File: src/rtl/cpu_run_ctrl.sv
// Run/step/breakpoint controller between a debug host and a small CPU core.
// Sequences the CPU reset, gates the CPU clock enable and keeps cycle/instruction counters.
module cpu_run_ctrl #(
  parameter int PC_WIDTH  = 8,
  parameter int CNT_WIDTH = 16
) (
  input  logic                 clk,
  input  logic                 reset,
  input  logic                 host_start,
  input  logic                 host_step,
  input  logic                 host_stop,
  input  logic                 bp_en,
  input  logic [PC_WIDTH-1:0]  bp_addr,
  input  logic [CNT_WIDTH-1:0] cycle_limit,
  input  logic [PC_WIDTH-1:0]  cpu_pc,
  input  logic                 cpu_fetch,
  input  logic                 cpu_halt,
  input  logic                 cpu_error,
  output logic                 cpu_rst,
  output logic                 cpu_en,
  output logic [2:0]           state,
  output logic [CNT_WIDTH-1:0] cycle_count,
  output logic [CNT_WIDTH-1:0] instr_count,
  output logic                 done,
  output logic                 fault,
  output logic                 bp_hit,
  output logic [1:0]           fault_code
);

  localparam logic [2:0] S_IDLE   = 3'd0;
  localparam logic [2:0] S_CPURST = 3'd1;
  localparam logic [2:0] S_RUN    = 3'd2;
  localparam logic [2:0] S_STEP   = 3'd3;
  localparam logic [2:0] S_PAUSE  = 3'd4;
  localparam logic [2:0] S_DONE   = 3'd5;
  localparam logic [2:0] S_FAULT  = 3'd6;

  logic [2:0]           r_state;
  logic [2:0]           w_next_state;
  logic                 r_mode_run;
  logic                 r_rst_second;
  logic                 r_fetch_d;
  logic                 r_bp_mask;
  logic                 r_step_first;
  logic                 r_cpu_en;
  logic                 r_bp_hit;
  logic [1:0]           r_fault_code;
  logic [CNT_WIDTH-1:0] r_cycle_cnt;
  logic [CNT_WIDTH-1:0] r_instr_cnt;

  logic w_active;
  logic w_fetch_rise;
  logic w_timeout;
  logic w_bp;
  logic w_enter_rst;
  logic w_resume;

  assign w_active     = (r_state == S_RUN) || (r_state == S_STEP);
  // r_fetch_d only tracks fetch while the CPU is enabled, so a frozen FETCH is not re-detected.
  assign w_fetch_rise = w_active && cpu_fetch && !r_fetch_d;
  assign w_timeout    = w_active && (cycle_limit != '0) &&
                        (r_cycle_cnt == cycle_limit - CNT_WIDTH'(1));
  assign w_bp         = w_fetch_rise && bp_en && (cpu_pc == bp_addr) && !r_bp_mask;
  assign w_enter_rst  = (w_next_state == S_CPURST) && (r_state != S_CPURST);
  assign w_resume     = (r_state == S_PAUSE) &&
                        ((w_next_state == S_RUN) || (w_next_state == S_STEP));

  // NOTE: default assignment first so every path drives w_next_state and no latch is inferred.
  always_comb begin
    w_next_state = r_state;
    case (r_state)
      S_IDLE:   if (host_start || host_step) w_next_state = S_CPURST;
      S_CPURST: if (r_rst_second) w_next_state = r_mode_run ? S_RUN : S_PAUSE;
      S_RUN: begin
        if (cpu_error)      w_next_state = S_FAULT;
        else if (cpu_halt)  w_next_state = S_DONE;
        else if (host_stop) w_next_state = S_PAUSE;
        else if (w_bp)      w_next_state = S_PAUSE;
        else if (w_timeout) w_next_state = S_FAULT;
      end
      S_STEP: begin
        if (cpu_error)                          w_next_state = S_FAULT;
        else if (cpu_halt)                      w_next_state = S_DONE;
        else if (w_fetch_rise && !r_step_first) w_next_state = S_PAUSE;
        else if (w_timeout)                     w_next_state = S_FAULT;
      end
      S_PAUSE: begin
        if (host_stop)       w_next_state = S_IDLE;
        else if (host_start) w_next_state = S_RUN;
        else if (host_step)  w_next_state = S_STEP;
      end
      S_DONE, S_FAULT: if (host_start) w_next_state = S_CPURST;
      default: w_next_state = S_IDLE;
    endcase
  end

  // NOTE: reset is synchronous and active-low: it is only seen at a clk edge, and all
  // clocked state uses non-blocking assignments so every register sees pre-edge values.
  always_ff @(posedge clk) begin
    if (!reset) begin
      r_state      <= S_IDLE;
      r_mode_run   <= 1'b0;
      r_rst_second <= 1'b0;
      r_fetch_d    <= 1'b0;
      r_bp_mask    <= 1'b0;
      r_step_first <= 1'b0;
      r_cpu_en     <= 1'b0;
      r_bp_hit     <= 1'b0;
      r_fault_code <= 2'd0;
      r_cycle_cnt  <= '0;
      r_instr_cnt  <= '0;
    end else begin
      r_state      <= w_next_state;
      r_cpu_en     <= (w_next_state == S_RUN) || (w_next_state == S_STEP);
      r_rst_second <= (r_state == S_CPURST) && !r_rst_second;
      r_step_first <= (r_state == S_PAUSE);
      if (w_enter_rst) begin
        r_mode_run   <= (r_state != S_IDLE) || host_start;
        r_cycle_cnt  <= '0;
        r_instr_cnt  <= '0;
        r_bp_hit     <= 1'b0;
        r_fault_code <= 2'd0;
        r_fetch_d    <= 1'b0;
        r_bp_mask    <= 1'b0;
      end else begin
        if (w_active) begin
          r_fetch_d <= cpu_fetch;
          // The cycle counter parks at cycle_limit-1 when the timeout fires.
          if (!w_timeout && !(&r_cycle_cnt)) r_cycle_cnt <= r_cycle_cnt + CNT_WIDTH'(1);
          if (w_fetch_rise && !(&r_instr_cnt)) r_instr_cnt <= r_instr_cnt + CNT_WIDTH'(1);
        end
        if (w_resume)          r_bp_mask <= 1'b1;
        else if (w_fetch_rise) r_bp_mask <= 1'b0;
        if ((r_state == S_RUN) && !cpu_error && !cpu_halt && !host_stop && w_bp)
          r_bp_hit <= 1'b1;
        if ((w_next_state == S_FAULT) && (r_state != S_FAULT))
          r_fault_code <= cpu_error ? 2'd1 : 2'd2;
      end
    end
  end

  assign cpu_rst     = (r_state == S_IDLE) || (r_state == S_CPURST);
  assign cpu_en      = r_cpu_en;
  assign state       = r_state;
  assign cycle_count = r_cycle_cnt;
  assign instr_count = r_instr_cnt;
  assign done        = (r_state == S_DONE);
  assign fault       = (r_state == S_FAULT);
  assign bp_hit      = r_bp_hit;
  assign fault_code  = r_fault_code;

endmodule

File: config.mk
export PLATFORM = sky130hd
export DESIGN_NAME = cpu_run_ctrl
export DESIGN_NICKNAME = d
export VERILOG_FILES = /design/src/rtl/cpu_run_ctrl.sv
export SDC_FILE = /design/constraint.sdc
export NUM_CORES = 1
export LEC_CHECK = 0
export CAP_MARGIN = 20
export CORE_MARGIN = 2
export CORE_UTILIZATION = 52
export CTS_BUF_LIST = sky130_fd_sc_hd__clkbuf_8 sky130_fd_sc_hd__clkbuf_16
export DETAILED_ROUTE_END_ITERATION = 8
export PLACE_DENSITY = 0.86
export SYNTH_ARGS = -nofsm -noshare
export SYNTH_HDL_FRONTEND = slang
export SYNTH_SLANG_ARGS = --single-unit
File: constraint.sdc
create_clock -name clk -period 7.9 [get_ports clk]
set_clock_uncertainty 0.15 [all_clocks]
set_input_delay 1.58 -clock clk [delete_from_list [all_inputs] [get_ports clk]]
set_output_delay 1.58 -clock clk [all_outputs]
set_load 0.01 [all_outputs]
== After elaboration in Yosys (flattened, before gate mapping) ==
Cells that the tools add are included.
Word-level totals
  bits in registers: 44
  bits of input ports: 41
  output and inout bits: 42
  logic and storage cells: 91
Cells by class
  add/subtract/negate cells: 3
  equality and inequality tests: 14
  muxes and demuxes: 19
  bitwise gates (word level): 1
  reduce and logical (&&, ||, !) cells: 43
Operators by type and width (count)
  $mux W3: 15
  $add A16 B1 Y16 const B: 2
  $reduce_and A16 Y1: 2
  $logic_and A1 B1 Y1: 18
  $pmux W3 S6: 1
  $eq A16 B16 Y1: 1
  $reduce_bool A16 Y1: 1
  $sub A16 B1 Y16 const B: 1
  $eq A3 B2 Y1 const B: 4
  $eq A3 B3 Y1 const B: 4
  $logic_not A1 Y1: 10
  $eq A8 B8 Y1: 1
  $eq A3 B1 Y1 const B: 2
  $logic_or A1 B1 Y1: 5
  $reduce_and A2 Y1: 2
  $reduce_or A2 Y1: 2
  $logic_not A3 Y1: 1
  $ne A3 B1 Y1 const B: 1
  $ne A3 B3 Y1 const B: 1
  $reduce_bool A3 Y1: 1
  $mux W1: 2
  $mux W2: 1
  $reduce_bool A2 Y1: 1
  $not A1 Y1: 1

== Logic depth before layout (Yosys ltp) ==
  word-level depth: 16
  depth in mapped cells: 13
  gate-level depth less buffers: 10

== Worst setup path before layout ==
OpenSTA, ideal clock, no wires.
  path kind: in2reg
  from: in cycle_limit[0]
  to: reg r_cycle_cnt[1] (netlist: cycle_count[1])
  library setup time: 0.117 ns
  data arrival time: 4.155 ns
  required time: 7.633 ns
  path slack: 3.478 ns
  stages on the path: 13
  path buffers: 3
  cell sequence: inv_1 -> ha_1 -> or4b_4 -> buf_6 -> o41ai_2 -> o21a_1 -> o221ai_1 -> or4_4 -> o21ai_4 -> buf_6 -> buf_8 -> mux2i_1 -> nor2_1
Between the ends
  word-level cells in the longest chain between the ends: 12
  elaborated cells on any way between the ends: 20
  those cells by class: add/sub: 1; eq/ne: 2; mux: 9; reduce/logical: 8
RTL lines
  from (decl): line 14  | input logic [CNT_WIDTH-1:0] cycle_limit,
  $sub A16 B1 Y16 or $reduce_bool A16 Y1 (tied branches): line 62, 61
  $eq A16 B16 Y1 or $logic_and A1 B1 Y1 (tied branches): line 62, 61
  $logic_and A1 B1 Y1 *: line 61  | assign w_timeout = w_active && (cycle_limit != '0) &&
  $mux W3: line 79, 85
  $mux W3: line 78  | else if (w_bp) w_next_state = S_PAUSE;
  $mux W3: line 77  | else if (host_stop) w_next_state = S_PAUSE;
  $mux W3: line 76  | else if (cpu_halt) w_next_state = S_DONE;
  $mux W3: line 75  | if (cpu_error) w_next_state = S_FAULT;
  $pmux W3 S6: line 71  | case (r_state)
  $eq A3 B1 Y1: line 64  | assign w_enter_rst = (w_next_state == S_CPURST) && (r_state != S_CPURST);
  $logic_and A1 B1 Y1: line 64
  $reduce_or A2 Y1 (no source line)
  to (signal assigned): line 129  | if (!w_timeout && !(&r_cycle_cnt)) r_cycle_cnt <= r_cycle_cnt + CNT_WIDTH'(1);
  to (decl): line 48  | logic [CNT_WIDTH-1:0] r_cycle_cnt;
Every way passes the cells marked *; elsewhere a longest branch is shown, timed or not.
A chain may end at the register's enable or synchronous reset.

== Worst setup path in the final report ==
Same ends and word-level chain as after synthesis.

==> impl_metrics.json <==
{
  "post_dp_cell_area_sq_um": 3720,
  "cts_made_buffers": 5,
  "synthAdderAreaFrac": 0.0129,
  "slew_headroom": 0.494,
  "antenna_left": 0,
  "leakagePower_nw": 1.25,
  "drt-initial-drc-count": 201,
  "ios": 83,
  "grt_pass1_vias": 2802,
  "cp.arrival_ns": 4.95,
  "cts_buffer_depth": 2,
  "synth_top_family_by_area": "simple AND/OR/NAND/NOR gates",
  "cts_setup_buffers": 0,
  "clkTransAtPathRegs_ns": 0.09,
  "rsz0062_at_grt": "false",
  "num_vias": 3013,
  "yosysWarningCount": 0,
  "avgSynthCellArea_sq_um": 8.01,
  "period_share": 0.622,
  "status": "completed",
  "tightestPinTransition_ns": 0.752,
  "nNetsFinal": 479,
  "comb_power_share": 0.248,
  "cts-root-buf": "clkbuf_8",
  "nFillCells": 437,
  "synth_ff_type": "dfxtp_1",
  "grt_start_max_net_pins": 36,
  "drv_cap": 0,
  "finalNonFillerCells": 508,
  "peakVddDrop_mv": 0.112,
  "period_needed_ns": 4.91,
  "async_reset_ff_frac": 0,
  "globalplace.congestion": 0.921,
  "area_growth_pct": 32.4,
  "synthMuxAreaShare": 0.0207,
  "die_h_microns": 78.7,
  "rows": 27,
  "worstSetupPathType": "in2reg",
  "switchingPower_w": 0.000175,
  "seqPwrFrac": 0.425,
  "gr-usage-all-layers": 0.253,
  "cp.required_ns": 7.94,
  "dr.pass1.iters": 6,
  "routed_wl_mm": 7.74,
  "hold_viol_final": 0,
  "grt_pass1_wl_mm": 12.8,
  "register_area_sq_um": 881,
  "setup_violations": 0,
  "antenna_cells": 0,
  "syn-num-nets": 406,
  "synth_cells": 362,
  "swShare": 0.307,
  "powerDensity_nw_per_um2": 148,
  "setup_tns_ns": 0,
  "cts_tree": "yes",
  "synth_top_area_share": 0.304,
  "syn_area_sq_um": 2900,
  "cp-end-kind": "register",
  "synth-seq-cells": 44,
  "seq_area_frac_synth": 0.304,
  "multi_input_area_sq_um": 1880,
  "dieArea_sq_um": 6190,
  "dp_cells": 500,
  "synthXorXnorAreaFrac": 0.138,
  "clock_latency_ns": 0.31,
  "wire_per_inst_microns": 15.2,
  "cts_resized": 0,
  "clkPwrFrac": 0.326,
  "max_freq_mhz": 204,
  "synth_compound_area_frac": 0.168,
  "cp-start-kind": "primary input",
  "drc_errors": 0,
  "synth-edff-count": 0,
  "drv_slew": 0,
  "hold_class": "reg2reg",
  "yosysTopAreaCell": "dfxtp_1",
  "overflow": 0,
  "cts.sinks": 44,
  "crit_fanout": 28,
  "p_int_w": 0.000395,
  "design_area_sq_um": 3840,
  "viasPerCell": 5.93,
  "die_w_microns": 78.7,
  "initial_utilization": 0.533,
  "port_buffers": 82,
  "ctsHoldBuffers": 0,
  "hpwl_mm": 5.69,
  "htree_num_levels": 2,
  "synth_top_cells_by_area": "dfxtp_1 30%, xnor2_1 6.9%, xor2_1 6.0%, nor2_1 6.0%, nand2_1 3.9%",
  "drive_above_1_share": 0.0436,
  "ys_types": 55,
  "core-area_sq_um": 5440,
  "synthSimpleGateAreaFrac": 0.310,
  "antenna_found_initial": 0
}
[cells in the final DEF (no fill, tap or decap), drive strengths merged, types with 2 or more instances in the layout]
| cell | instances |
|---|---|
| clkdlybuf4s50 | 82 |
| nor2 | 46 |
| dfxtp | 44 |
| nand2 | 30 |
| xnor2 | 23 |
| a21oi | 21 |
| xor2 | 20 |
| nand3 | 16 |
| or4 | 16 |
| o31ai | 14 |
| o21ai | 13 |
| nor4 | 10 |
| inv | 9 |
| nor3 | 9 |
| nand4 | 8 |
| nand2b | 6 |
| mux2i | 6 |
| clkbuf | 6 |
| and4 | 5 |
| a31oi | 4 |
| nor3b | 4 |
| or3 | 4 |
| o211ai | 3 |
| a211oi | 3 |
| and2 | 3 |
| ha | 3 |
| and3 | 2 |
| or2 | 2 |
| o2bb2ai | 2 |
[cells in the mapped netlist, types with 4 or more instances]
library cell	number
or4_1	15
a21oi_1	21
nand2_1	30
xor2_1	20
nor2_1	46
nor3b_1	4
nand2b_1	6
and4_1	5
or3_1	4
nor3_1	9
o31ai_1	14
clkbuf_1	10
mux2i_1	6
nand3_1	16
xnor2_1	23
nand4_1	8
nor4_1	9
o21ai_0	8
inv_1	9
a31oi_1	4
dfxtp_1	44
[cell families (layout without fill, tap and decap cells)]
| group | Yosys count | in the layout |
|---|---|---|
| xor+xnor | 44 | 44 |
| fa+ha+maj | 3 | 3 |
| buf+inv | 26 | 100 |
| compound gates | 71 | 71 |
| simple gates | 168 | 168 |
| mux | 6 | 6 |
| flops | 44 | 44 |
[critical path, cell delays in order]
cell and delay (ns):
clkdlybuf4s50_1 0.48, inv_1 0.09, ha_1 0.24, or4b_4 0.54, o311ai_0 0.35, o221ai_1 0.19, or4_4 0.58, o21ai_4 0.55
mux2i_1 0.29, nor2_1 0.05
[power groups by stage]
stage,Sequential [W],Clock [W],Combinational (W)
after floorplan,0.000241,0,0.0000898
after global placement,0.000246,0,0.000137
after detailed placement,0.000247,0,0.000140
after CTS,0.000242,0.000187,0.000141
after global routing,0.000244,0.000197,0.000153
final,0.000242,0.000186,0.000142
[registers in the layout, indices dropped and copies added (netlist names)]
register      cells
cpu_en            1
r_bp_mask         1
r_step_first      1
r_fetch_d         1
cycle_count      16
bp_hit            1
r_rst_second      1
state             3
r_mode_run        1
instr_count      16
fault_code        2
[layer usage]
| metal | GRT usage | wire length [microns] |
|---|---|---|
| met1 | 0.331 | 3480 |
| met2 | 0.426 | 3750 |
| met3 | 0.0460 | 420 |
| met4 | 0.0737 | 95 |
| met5 | 0 | 0 |
[final cells by class]
cell class                      count  share of cell area
Clock buffer                        6              0.0215
Clock inverter                      2              0.0101
Inverter                            9             0.00880
Multi-Input combinational cell    292               0.491
Sequential cell                    44               0.229
Tap cell                           72              0.0235
Timing Repair Buffer               83               0.216
[worst paths after layout]
path | startpoint | to | slack [ns] | cells after the start
worst max-delay path | cycle_limit[0] | cycle_count[1] | 2.99 | 10
worst min-delay path | r_fetch_d | r_fetch_d | 0.33 | 2
worst max register to register | cycle_count[12] | cycle_count[1] | 4.79 | 8
worst min register to register | r_fetch_d | r_fetch_d | 0.33 | 2
[per-stage QoR]
step / setup slack [ns] / util / power [W] / hold slack [ns]
2_1_floorplan: 3.48 / - / 0.000331 / 0.288
5_1_grt: 2.77 / 0.706 / 0.000595 / 0.349
3_3_place_gp: 2.83 / 0.683 / 0.000383 / 0.307
4_1_cts: 3.04 / 0.706 / 0.000570 / 0.335
6_report: 2.99 / 0.706 / 0.000570 / 0.332
3_5_place_dp: 2.72 / 0.683 / 0.000387 / 0.321
No activity file was read; power rests on OpenSTA's default activity.
